## src/rtl/morse_pkg.sv

```systemverilog
// Shared constants, state encoding and entry type for the Morse message path.
package morse_pkg;

    localparam int CODE_W  = 8;
    localparam int LEN_W   = 4;
    localparam int MAX_LEN = 8;

    // A charlen of zero is the word-space character.
    localparam logic [LEN_W-1:0] LEN_SPACE = '0;

    typedef enum logic [2:0] {
        S_IDLE      = 3'd0,
        S_PRESENT   = 3'd1,
        S_WAIT_NEXT = 3'd2,
        S_GAP       = 3'd3,
        S_FINISH    = 3'd4
    } state_t;

    typedef struct packed {
        logic [CODE_W-1:0] code;
        logic [LEN_W-1:0]  len;
    } entry_t;

    function automatic logic [LEN_W-1:0] clamp_len(input logic [LEN_W-1:0] len);
        return (len > LEN_W'(MAX_LEN)) ? LEN_W'(MAX_LEN) : len;
    endfunction

endpackage

```

## src/rtl/morse_msg_mem.sv

```systemverilog
// Message store: DEPTH x 12-bit register file with append-only write,
// asynchronous read and fill count.
import morse_pkg::*;

module morse_msg_mem #(
    parameter int DEPTH = 8,
    parameter int AW    = 3
) (
    input  logic          clk,
    input  logic          reset,
    input  logic          wr_en,
    input  entry_t        wr_data,
    input  logic          clear,
    input  logic [AW-1:0] rd_addr,
    output entry_t        rd_data,
    output logic [AW:0]   count,
    output logic          full
);

    localparam logic [AW:0] DEPTH_C = (AW+1)'(DEPTH);

    entry_t mem [DEPTH];

    always_ff @(posedge clk) begin
        if (wr_en) begin
            mem[count[AW-1:0]] <= wr_data;
        end
    end

    always_ff @(posedge clk) begin
        if (reset) begin
            count <= '0;
        end else if (clear) begin
            count <= '0;
        end else if (wr_en) begin
            count <= count + 1'b1;
        end
    end

    assign rd_data = mem[rd_addr];
    assign full    = (count == DEPTH_C);

endmodule

```

## src/rtl/morse_msg_sequencer.sv

```systemverilog
// Message-level controller: buffers characters and plays them to the encoder
// over char_vald/char_next. Define MORSE_SEQ_LOOP_EN to add the loop input.
import morse_pkg::*;

module morse_msg_sequencer #(
    parameter int DEPTH = 8,
    parameter int AW    = 3
) (
    input  logic              clk,
    input  logic              reset,
    input  logic              wr_en,
    input  logic [CODE_W-1:0] wr_code,
    input  logic [LEN_W-1:0]  wr_len,
    input  logic              clear,
    input  logic              start,
    input  logic              abort,
`ifdef MORSE_SEQ_LOOP_EN
    input  logic              loop,
`endif
    input  logic              char_next,
    output logic              char_vald,
    output logic [CODE_W-1:0] charcode,
    output logic [LEN_W-1:0]  charlen,
    output logic              busy,
    output logic              done,
    output logic              wr_drop,
    output logic [AW:0]       count,
    output logic              full
);

    state_t        state, state_nxt;
    logic [AW-1:0] rd_idx, rd_idx_nxt;
    logic [AW:0]   play_cnt, play_cnt_nxt;
    logic          load_char;
    logic          done_nxt;
    logic          done_q;
    logic          wr_drop_q;
    logic          wr_accept;
    logic          clear_ok;
    logic          last_char;
    logic          loop_again;
    entry_t        wr_data;
    entry_t        rd_data;

    assign wr_accept = wr_en && (state == S_IDLE) && !full && !clear;
    assign clear_ok  = clear && (state == S_IDLE);
    assign wr_data   = '{code: wr_code, len: clamp_len(wr_len)};

    // play_cnt is the count latched at start, so a same-cycle write is not played.
    assign last_char = ({1'b0, rd_idx} == (play_cnt - 1'b1));

`ifdef MORSE_SEQ_LOOP_EN
    assign loop_again = loop;
`else
    assign loop_again = 1'b0;
`endif

    morse_msg_mem #(
        .DEPTH (DEPTH),
        .AW    (AW)
    ) u_mem (
        .clk     (clk),
        .reset   (reset),
        .wr_en   (wr_accept),
        .wr_data (wr_data),
        .clear   (clear_ok),
        .rd_addr (rd_idx),
        .rd_data (rd_data),
        .count   (count),
        .full    (full)
    );

    always_ff @(posedge clk) begin
        if (reset) begin
            state <= S_IDLE;
        end else begin
            state <= state_nxt;
        end
    end

    always_comb begin
        state_nxt    = state;
        rd_idx_nxt   = rd_idx;
        play_cnt_nxt = play_cnt;
        load_char    = 1'b0;
        done_nxt     = 1'b0;
        case (state)
            S_IDLE: begin
                if (start) begin
                    if (count != '0) begin
                        rd_idx_nxt   = '0;
                        play_cnt_nxt = count;
                        state_nxt    = S_PRESENT;
                    end else begin
                        done_nxt = 1'b1;
                    end
                end
            end
            S_PRESENT: begin
                load_char = 1'b1;
                state_nxt = S_WAIT_NEXT;
            end
            S_WAIT_NEXT: begin
                if (char_next) begin
                    state_nxt = S_GAP;
                end
            end
            S_GAP: begin
                if (last_char && !loop_again) begin
                    state_nxt = S_FINISH;
                    done_nxt  = 1'b1;
                end else if (last_char) begin
                    rd_idx_nxt = '0;
                    state_nxt  = S_PRESENT;
                end else begin
                    rd_idx_nxt = rd_idx + 1'b1;
                    state_nxt  = S_PRESENT;
                end
            end
            S_FINISH: begin
                state_nxt = S_IDLE;
            end
            default: begin
                state_nxt = S_IDLE;
            end
        endcase
        // abort overrides whatever the state logic chose, including char_next.
        if (abort && (state != S_IDLE)) begin
            state_nxt = S_IDLE;
            load_char = 1'b0;
            done_nxt  = 1'b0;
        end
    end

    always_ff @(posedge clk) begin
        if (reset) begin
            rd_idx    <= '0;
            play_cnt  <= '0;
            charcode  <= '0;
            charlen   <= LEN_SPACE;
            done_q    <= 1'b0;
            wr_drop_q <= 1'b0;
        end else begin
            rd_idx    <= rd_idx_nxt;
            play_cnt  <= play_cnt_nxt;
            done_q    <= done_nxt;
            wr_drop_q <= wr_en && !wr_accept;
            if (load_char) begin
                charcode <= rd_data.code;
                charlen  <= rd_data.len;
            end
        end
    end

    assign char_vald = (state == S_WAIT_NEXT);
    assign busy      = (state != S_IDLE);
    assign done      = done_q;
    assign wr_drop   = wr_drop_q;

endmodule

```

## config.mk

```make
export PLATFORM = sky130hd
export DESIGN_NAME = morse_msg_sequencer
export DESIGN_NICKNAME = d
export VERILOG_FILES = /design/src/rtl/morse_pkg.sv /design/src/rtl/morse_msg_mem.sv /design/src/rtl/morse_msg_sequencer.sv
export SDC_FILE = /design/constraint.sdc
export NUM_CORES = 1
export LEC_CHECK = 0
export BUFFER_PORTS_ARGS = -buffer_cell sky130_fd_sc_hd__buf_4
export CORE_MARGIN = 1.5
export CORE_UTILIZATION = 40
export DETAILED_ROUTE_END_ITERATION = 6
export PLACE_DENSITY = 0.63
export SLEW_MARGIN = 5
export SYNTH_ARGS = -nofsm -noshare
export SYNTH_HDL_FRONTEND = slang
export SYNTH_SLANG_ARGS = --single-unit
```

## constraint.sdc

```tcl
create_clock -name clk -period 3.4 [get_ports clk]
set_input_delay 0.34 -clock clk [delete_from_list [all_inputs] [get_ports clk]]
set_output_delay 0.34 -clock clk [all_outputs]
set_load 0.05 [all_outputs]
```

Word-level counts from Yosys, hierarchy flattened
Memories as Yosys holds them, arrays and structs flattened. A register that Yosys moved wholly into a read port is not among the register bits.
Cells that the tools add are included.
{"block": "word_totals", "regBits": 16, "mem_bits_rw": 96, "output_inout_bits": 21, "word_cells": 56, "memories": 1}
{"block": "classes", "n_addsub": 3, "order_cmp": 1, "eq_ne": 9, "n_mux": 18, "reduce_logical": 18}
{"memory": "u_mem.mem", "words": 8, "word_bits": 12, "read_ports": 1, "rd_ports_with_merged_regs": 1, "wr": 1, "line": "morse_msg_mem.sv:22", "source": "entry_t mem [DEPTH];"}
{"operator": "$mux W3", "n": 7}
{"operator": "$pmux W3 S4", "n": 1}
{"operator": "$mux W1", "n": 7}
{"operator": "$eq A3 B2 Y1 const B", "n": 2}
{"operator": "$logic_and A1 B1 Y1", "n": 6}
{"operator": "$ne A2 B2 Y1 const B", "n": 3}
{"operator": "$pmux W3 S2", "n": 1}
{"operator": "$reduce_and A3 Y1", "n": 2}
{"operator": "$add A4 B1 Y4 const B", "n": 1}
{"operator": "$eq A3 B4 Y1", "n": 1}
{"operator": "$eq A4 B4 Y1 const B", "n": 1}
{"operator": "$gt A4 B4 Y1 const B", "n": 1}
{"operator": "$mux W4", "n": 1}
{"operator": "$reduce_and A4 Y1", "n": 1}
{"operator": "$reduce_bool A4 Y1", "n": 1}
{"operator": "$reduce_or A2 Y1", "n": 2}
{"operator": "$sub A4 B1 Y4 const B", "n": 1}
{"operator": "$add A3 B1 Y3 const B", "n": 1}
{"operator": "$eq A3 B1 Y1 const B", "n": 1}
{"operator": "$logic_not A1 Y1", "n": 3}
{"operator": "$logic_not A3 Y1", "n": 1}
{"operator": "$reduce_bool A3 Y1", "n": 1}
{"operator": "$ne A2 B1 Y1 const B", "n": 1}
{"operator": "$pmux W1 S2", "n": 1}
{"operator": "$reduce_bool A2 Y1", "n": 1}

Longest topological paths before layout
Gate-level depths: netlist of run 1.
{"block": "depth", "ltp_word": 6, "ltp_mapped": 7, "depth_no_buf": 6}

Cells and area by module
From an unflattened synthesis of run 1, not the netlist that was laid out.
{"block": "unflattened", "hier_cells": 297, "hier_area_um2": 5053.6}
{"mod": "morse_msg_mem", "n_inst": 1, "cells_per_inst": 171, "area_per_inst_um2": 3928.8}
{"mod": "morse_msg_sequencer", "n_inst": 1, "cells_per_inst": 126, "area_per_inst_um2": 1124.8}

Worst setup path after synthesis of run 1
OpenSTA, ideal clock, no wires.
{"block": "synth_path", "kind": "register -> register", "start": "reg u_mem.count[1]", "end": "mem u_mem.mem[0][0] (netlist name) (enable)", "setup_ns": 0.413, "t_arrival_ns": 2.869, "t_required_ns": 2.987, "setup_slack_ns": 0.118, "stages_incl_launch_ff": 7, "period_less_slack_ns": 3.282, "cell_sequence": "dfxtp_1 -> clkbuf_1 -> inv_1 -> ha_1 -> nand3b_1 -> nand3_1 -> nor4_1"}
{"block": "synth_via", "elab_chain_len": 6}
{"element": "start: declaration", "line": "morse_msg_mem.sv:16", "source": "output logic [AW:0] count,"}
{"element": "start signal: assignment", "line": "morse_msg_mem.sv:36", "source": "count <= count + 1'b1;"}
{"element": "$eq A4 B4 Y1", "line": "morse_msg_mem.sv:41", "source": "assign full = (count == DEPTH_C);"}
{"element": "$logic_not A1 Y1", "line": "morse_msg_sequencer.sv:45", "source": "assign wr_accept = wr_en && (state == S_IDLE) && !full && !clear;"}
{"element": "$logic_and A1 B1 Y1 (2 in a row)", "line": "morse_msg_sequencer.sv:45"}
{"element": "$mux W1", "line": "morse_msg_mem.sv:25", "source": "if (wr_en) begin"}
{"element": "$mux W1 (implied by the code)", "line": "morse_msg_mem.sv:26", "source": "mem[count[AW-1:0]] <= wr_data;"}
{"element": "end: declaration", "line": "morse_msg_mem.sv:22"}
Parallel ways exist; a longest one is shown, timed or not.

Final worst setup path of run 1
{"block": "layout_path", "start": "reg u_mem.count[1]", "end": "mem u_mem.mem[5][9] (netlist name) (enable)"}
Same word-level chain as after synthesis.

==> key figures, run 1 <==
Timing
  – Endpoints failing setup: 0
  – Unrepaired setup endpoints after global routing: no
  – Max Slew Vio Count: 0
  – Setup TNS: 0 ns
  – Minimum clock period: 2.30 ns
  – Final period util: 0.676
  – Fmax achieved: 0.435 GHz
  – Clock skew: 0.00833 ns
  – Measured slew at the worst slew-check pin: 0.712 ns
  – Relative slew margins: 0.525
  – Final Hold Viols: 0

Logic synthesis
  – Syn Std Cell Area: 4980 um^2
  – Register area share after synthesis: 0.691
  – Post-synthesis cell count: 291
  – Syn_nets: 314
  – Commonest register cell after synthesis: edfxtp_1
  – Synth cell types: 47
  – Post-synth EDFFs: 96
  – Yosys warning count: 0
  – Synthesized flop and latch total: 124
  – Ys async rst share: 0
  – Syn_area_per_cell: 17.1 um^2

Clocking
  – CTS buffer count: 17
  – # Post-CTS Setup Buffers: 0
  – Bufs on Longest Clock Path: 2
  – CTS tree: built
  – Insertion delay to the later sink of the worst-skew pair: 0.41 ns
  – Hold_buf cts: 0
  – Clk Tree Root Cell: clkbuf_16
  – Post-CTS sizing: 0
  – Clk sinks: 124
  – Clock slew at reported path FFs: 0.06 ns
  – H-tree levels: 4

Worst setup path
  – CP bufs+invs: 2
  – Crit Path Class: reg -> reg
  – Worst r2r path cells: 6
  – CP delay by family, top: simple AND/OR/NAND/NOR gates
  – R2r setup slk: 1.10 ns
  – Setup crit end kind: flop
  – Crit-path max FO: 12
  – Worst R2R End: u_mem.mem[5][9]$_DFFE_PP_
  – CP startpoint kind: flop
  – Required @ worst endpoint: 3.50 ns
  – Critical Path AT: 2.40 ns
  – Critical path's largest stage delay: 0.63 ns
  – Worst path slowest cell: dfxtp_1
  – Reg-to-reg startpoint: u_mem.count[1]$_SDFFE_PP0P_
  – Crit path cell chain: inv_1, ha_1, nand3b_1, nand3_1, nor3_2, buf_4

Power
  – Cell area power density: 717 nW/um^2
  – Worst vdd ir: 0.682 mV
  – Leak pwr: 2.05 nW

Cells and area
  – Fill count: 982
  – Most common cell after layout, fill and taps aside: edfxtp_1
  – Layout area overhead: 22.9%
  – Nets: 369
  – Layout cells sized above 1: 0.340
  – Finished Layout Cells: 527
  – Most frequent cells in the layout: edfxtp_1 (96), buf_4 (52), dfxtp_1 (27)
  – Diodes inserted: 0

Die
  – Num rows: 40
  – I/O Pins: 40
  – Initial Util: 0.413
  – Core ar.: 12,100 um^2
  – Full die area: 13,100 um^2
  – Chip Width: 115 um
  – Die Y-Extent: 115 um

Detailed routing
  – Drt total wl: 9470 um
  – Antenna-violating nets left: 0
  – DRT Pass-1 Iters: 4
  – Residual DRC: 0
  – Detailed Route Iter0 Violations: 179
  – DR WL/cell: 18.0 um
  – Via-to-Cell Ratio: 5.09
  – Vias: 2,680

GRT
  – Largest net degree at the start of global routing: 28
  – Total gr overflow: 0
  – Vias in the first global route: 2,792
  – Initial antenna violation count: 0
  – All-Layer GR Usage: 0.162
  – Wire length of the first global-routing pass: 15,100 um

Placement
  – Placer Congestion: 0.743
  – HPWL after DPL: 5770 um
  – DP Cell Count: 495
  – I/O Buffers: 39

Min path
  – Worst Hold Depth: 1
  – Min-delay src: wr_code[0]
  – Hold Path Sink: u_mem.mem[4][4]$_DFFE_PP_
  – Hold crit path type: in -> reg

Status
  – Status: finished, final reports clean

Job
  – Max-Cap Viols: 0
==> routing by layer <==
metal	share of wire	GRT usage	routed length [um]	vias to the layer above
li1	-	-	-	1259
met1	0.46	0.208	4320	1348
met2	0.48	0.256	4570	63
met3	0.049	0.0614	465	10
met4	0.011	0.0508	108	0
met5	0	0	0	-
==> power breakdown <==
| part | leakage (nW) | internal (mW) | switching, mW |
|---|---|---|---|
| logic | 0.653 | 0.264 | 0.472 |
| registers | 1.10 | 1.73 | 0.0802 |
| clock network | 0.296 | 1.16 | 0.679 |
| total | 2.05 | 3.16 | 1.23 |
==> area by class of cell <==
class | instances | area (um^2) | share of cell area
Sequential cell | 124 | 3440 | 0.563
Multi-Input combinational cell | 143 | 1440 | 0.234
Clock buffer | 17 | 425 | 0.0695
Timing Repair Buffer | 52 | 390 | 0.0638
Tap cell | 168 | 210 | 0.0343
Clock inverter | 15 | 188 | 0.0306
Inverter | 8 | 30.0 | 0.00490
==> how the worst max path moves through the flow <==
stage,slack (ns),endpoint,startpoint,cells after the start
floorplan,0.12,u_mem.mem[0][0]$_DFFE_PP_,u_mem.count[1]$_SDFFE_PP0P_,6
global placement,1.22,u_mem.mem[0][0]$_DFFE_PP_,u_mem.count[1]$_SDFFE_PP0P_,6
detailed placement,1.10,u_mem.mem[4][1]$_DFFE_PP_,u_mem.count[1]$_SDFFE_PP0P_,6
CTS,1.09,u_mem.mem[4][1]$_DFFE_PP_,u_mem.count[1]$_SDFFE_PP0P_,6
global route,0.90,u_mem.mem[4][1]$_DFFE_PP_,u_mem.count[1]$_SDFFE_PP0P_,6
finish,1.10,u_mem.mem[5][9]$_DFFE_PP_,u_mem.count[1]$_SDFFE_PP0P_,6
==> per-stage QoR <==
stage,area (um^2),setup WS [ns],total power [mW],utilization,hold WS [ns]
floorplan,4980,0.118,2.39,-,0.439
global placement,5510,1.22,2.57,0.457,0.487
detailed placement,5510,1.10,2.59,0.457,0.496
CTS,6120,1.09,4.44,0.508,0.153
global route,6120,0.905,4.57,0.508,0.146
finish,6120,1.10,4.39,0.508,0.168
==> flip-flops by register name, indices dropped and copies added, names as in the netlist <==
register	flops
u_mem.mem	96
play_cnt	4
charlen	4
rd_idx	3
u_mem.count	4
state	3
wr_drop	1
charcode	8
done	1
==> synthesized netlist by cell type, types with 4 or more instances <==
cell type | count | area share
a211oi_1 | 12 | 0.018
buf_2 | 6 | 0.0060
clkbuf_1 | 6 | 0.0045
dfxtp_1 | 28 | 0.11
edfxtp_1 | 96 | 0.58
ha_1 | 4 | 0.010
inv_1 | 6 | 0.0045
mux2i_1 | 18 | 0.036
mux4_2 | 24 | 0.11
nand2_1 | 8 | 0.0060
nor2_1 | 22 | 0.017
nor2b_1 | 5 | 0.0063
nor3_1 | 7 | 0.0070
==> worst reg2reg max path, stage by stage (launching register included) <==
cell,delay [ns]
dfxtp_1,0.63
inv_1,0.09
ha_1,0.21
nand3b_1,0.20
nand3_1,0.35
nor3_2,0.26
buf_4,0.26
==> kinds of logic after synthesis <==
group,share of synthesized area
flip-flops,0.691
AND/OR/NAND/NOR,0.0713
multiplexers,0.145
AO/OA/AOI/OAI,0.0447
buffers and inverters,0.0259
XOR/XNOR,0.0121
adder cells (fa/ha/maj),0.0100
Note: power is estimated with default switching activity, not from simulation.
==> run 2: changes to the inputs <==
--- a/config.mk
+++ b/config.mk
@@ -5,11 +5,12 @@
 export SDC_FILE = /design/constraint.sdc
 export NUM_CORES = 1
 export LEC_CHECK = 0
+export ABC_AREA = 1
 export BUFFER_PORTS_ARGS = -buffer_cell sky130_fd_sc_hd__buf_4
 export CORE_MARGIN = 1.5
 export CORE_UTILIZATION = 40
 export DETAILED_ROUTE_END_ITERATION = 6
-export PLACE_DENSITY = 0.63
+export PLACE_DENSITY = 0.65
 export SLEW_MARGIN = 5
 export SYNTH_ARGS = -nofsm -noshare
 export SYNTH_HDL_FRONTEND = slang
==> constraint.sdc (replaced) <==
create_clock -name clk -period 2.05 [get_ports clk]
set_input_delay 0.205 -clock clk [delete_from_list [all_inputs] [get_ports clk]]
set_output_delay 0.205 -clock clk [all_outputs]
set_load 0.05 [all_outputs]
==> run 2 against run 1 <==
Count of clock-buffer cells in the layout rose by 1; non-clock buffer count rose by 8; power rose by 59%; largest cell class unchanged; register-to-register slack got worse by 0.92 ns; critical endpoint is now u_mem.mem[2][4]$_DFFE_PP_; sequential cell count did not move; via count rose by 32%; design area rose by 4.1%; clock skew rose by 0.00083 ns; setup slack got worse by 0.92 ns; area after synthesis rose by 2.2%.
==> key figures, run 2 <==
Status
  – Status: finished, final reports clean

Logic synthesis
  – Synthesized flop and latch total: 124
  – Yosys warning count: 0
  – Synth cell count leaders: edfxtp_1 (96), nor2_1 (86), o21ai_0 (44)
  – Post-synth EDFFs: 96
  – Area share of the largest cell type after synthesis: 0.566
  – Post-synth top area cell: edfxtp_1
  – Syn Std Cell Area: 5090 um^2
  – Post-synthesis cell count: 455
  – Syn_nets: 478
  – Syn_area_per_cell: 11.2 um^2
  – Synth cell types: 30
  – Most frequent cell after synthesis: edfxtp_1
  – Register area share after synthesis: 0.676
  – Commonest register cell after synthesis: edfxtp_1
  – Largest cells by area after synthesis: edfxtp_1 (57%), dfxtp_1 (11%), nor2_1 (6.3%), o21ai_0 (4.3%), o211ai_1 (3.5%)
  – Ys async rst share: 0

Worst setup path
  – CP endpoint: u_mem.mem[2][4]$_DFFE_PP_
  – Setup crit end kind: flop
  – R2r setup slk: 0.18 ns
  – Worst r2r path cells: 10
  – Worst R2R End: u_mem.mem[2][4]$_DFFE_PP_
  – Setup crit start: u_mem.count[1]$_SDFFE_PP0P_
  – Crit-path max FO: 12
  – Crit Path Class: reg -> reg
  – Reg-to-reg startpoint: u_mem.count[1]$_SDFFE_PP0P_
  – CP startpoint kind: flop
  – Required @ worst endpoint: 2.17 ns
  – Critical Path AT: 1.98 ns

Placement
  – Placement Setup Slack: 0.195 ns
  – HPWL after DPL: 7170 um
  – Placer Congestion: 0.812
  – Placed inst area: 5760 um^2
  – I/O Buffers: 39

Timing
  – Fmax achieved: 0.536 GHz
  – Relative slew margins: 0.592
  – Minimum clock period: 1.87 ns
  – Clock skew: 0.00915 ns
  – Unrepaired setup endpoints after global routing: no
  – Max Slew Vio Count: 0
  – Endpoints failing setup: 0
  – Worst hold slack: 0.0511 ns
  – Final worst slack: 0.184 ns
  – Final period util: 0.910
  – Measured slew at the worst slew-check pin: 0.610 ns
  – Final Hold Viols: 0

Cells and area
  – Diodes inserted: 0
  – Max reg flops: 96
  – Most common cell after layout, fill and taps aside: edfxtp_1
  – Final instance area: 6380 um^2
  – Post-layout util: 0.509
  – Layout area overhead: 25.2%
  – Most frequent cells in the layout: edfxtp_1 (96), nor2_1 (85), buf_4 (56)
  – Nets: 532
  – Layout cells sized above 1: 0.224

Power
  – Sw frac: 0.273
  – Worst vdd ir: 0.599 mV
  – Clock power frac: 0.440
  – Cell area power density: 1100 nW/um^2
  – Reg power frac: 0.411
  – Sw power: 1.91 mW
  – Combinational share of power: 0.149
  – Leak pwr: 2.29 nW
  – Int Power: 5.09 mW

Min path
  – Worst Hold Depth: 1
  – Hold crit path type: in -> reg

Clocking
  – Insertion delay to the later sink of the worst-skew pair: 0.42 ns
  – Post-CTS sizing: 0
  – Clock slew at reported path FFs: 0.06 ns
  – Clk sinks: 124
  – H-tree levels: 4
  – # Post-CTS Setup Buffers: 0
  – Hold_buf cts: 0
  – Clk Tree Root Cell: clkbuf_16
  – CTS buffer count: 17
  – CTS tree: built
  – Bufs on Longest Clock Path: 2

GRT
  – All-Layer GR Usage: 0.178
  – Global routing's busiest layer: met2
  – Met3 usage: 0.0439
  – Total gr overflow: 0
  – GR Util met1: 0.237
  – Grt met2 use: 0.282
  – Vias in the first global route: 3,344
  – Initial antenna violation count: 0
  – Largest net degree at the start of global routing: 52
  – Wire length of the first global-routing pass: 17,500 um

Die
  – Initial Util: 0.407
  – Die Y-Extent: 116 um
  – Chip Width: 116 um
  – Full die area: 13,400 um^2
  – Num rows: 41
  – I/O Pins: 40
  – Core ar.: 12,500 um^2

Detailed routing
  – Vias: 3,525
  – Detailed Route Iter0 Violations: 196
  – Antenna-violating nets left: 0
  – DR WL/cell: 16.1 um
  – DRT Pass-1 Iters: 4
  – Residual DRC: 0
  – Via-to-Cell Ratio: 5.08
  – Drt total wl: 11,200 um

Job
  – Max-Cap Viols: 0
## run 2: logic make-up after synthesis
family | after synthesis | synth area share
flops | 124 | 0.676
fa+ha+maj | 4 | 0.00983
xor+xnor | 3 | 0.00516
buf+inv | 52 | 0.0528
compound gates | 102 | 0.114
simple gates | 170 | 0.143
## run 2: power by group through the flow
stage	Clock (mW)	Combinational, mW	Sequential (mW)
after floorplan	0	0.573	3.07
after global placement	0	1.02	2.93
after detailed placement	0	1.04	2.93
after CTS	3.12	1.05	2.88
after global routing	3.24	1.13	2.89
final	3.08	1.04	2.88
## run 2: stage by stage
stage | TNS, ns | power (mW) | std cells
detailed placement | 0 | 3.97 | 662
global placement | 0 | 3.95 | 662
global route | 0 | 7.25 | 694
finish | 0 | 7.00 | 694
CTS | 0 | 7.04 | 694
floorplan | -36.46 | 3.64 | 455
## run 2: area by class of cell
type                    count  area (um^2)
fillers                  1095         6140
multi-input cells         279         1490
well taps                 172          215
flip-flops and latches    124         3450
clock buffers              18          429
inverters                  27          105
repair buffers             60          500
clock inverters            14          185
## run 2: layer usage
metal / share of wire / vias up
met5: 0 / -
met4: 0.011 / 0
met3: 0.061 / 13
li1: - / 1712
met1: 0.44 / 1703
met2: 0.49 / 97
## run 2: worst max-delay path, stage by stage (launching register included)
cell	delay [ns]
dfxtp_4	0.35
clkinvlp_4	0.10
ha_4	0.18
nand2_2	0.08
nor2_4	0.03
nor2_1	0.12
nand3_2	0.11
inv_2	0.12
nand2_4	0.11
nor3_4	0.14
buf_4	0.22
## run 2: worst min path at each step
stage / endpoint / start / slack, ns
final: u_mem.mem[2][10]$_DFFE_PP_ / wr_code[6] / 0.05
after global routing: u_mem.mem[7][9]$_DFFE_PP_ / wr_code[5] / 0.05
after detailed placement: charcode[1]$_SDFFE_PP0P_ / charcode[1]$_SDFFE_PP0P_ / 0.46
after global placement: charcode[0]$_SDFFE_PP0P_ / charcode[0]$_SDFFE_PP0P_ / 0.46
after CTS: u_mem.mem[7][9]$_DFFE_PP_ / wr_code[5] / 0.03
after floorplan: u_mem.mem[0][10]$_DFFE_PP_ / wr_code[6] / 0.30
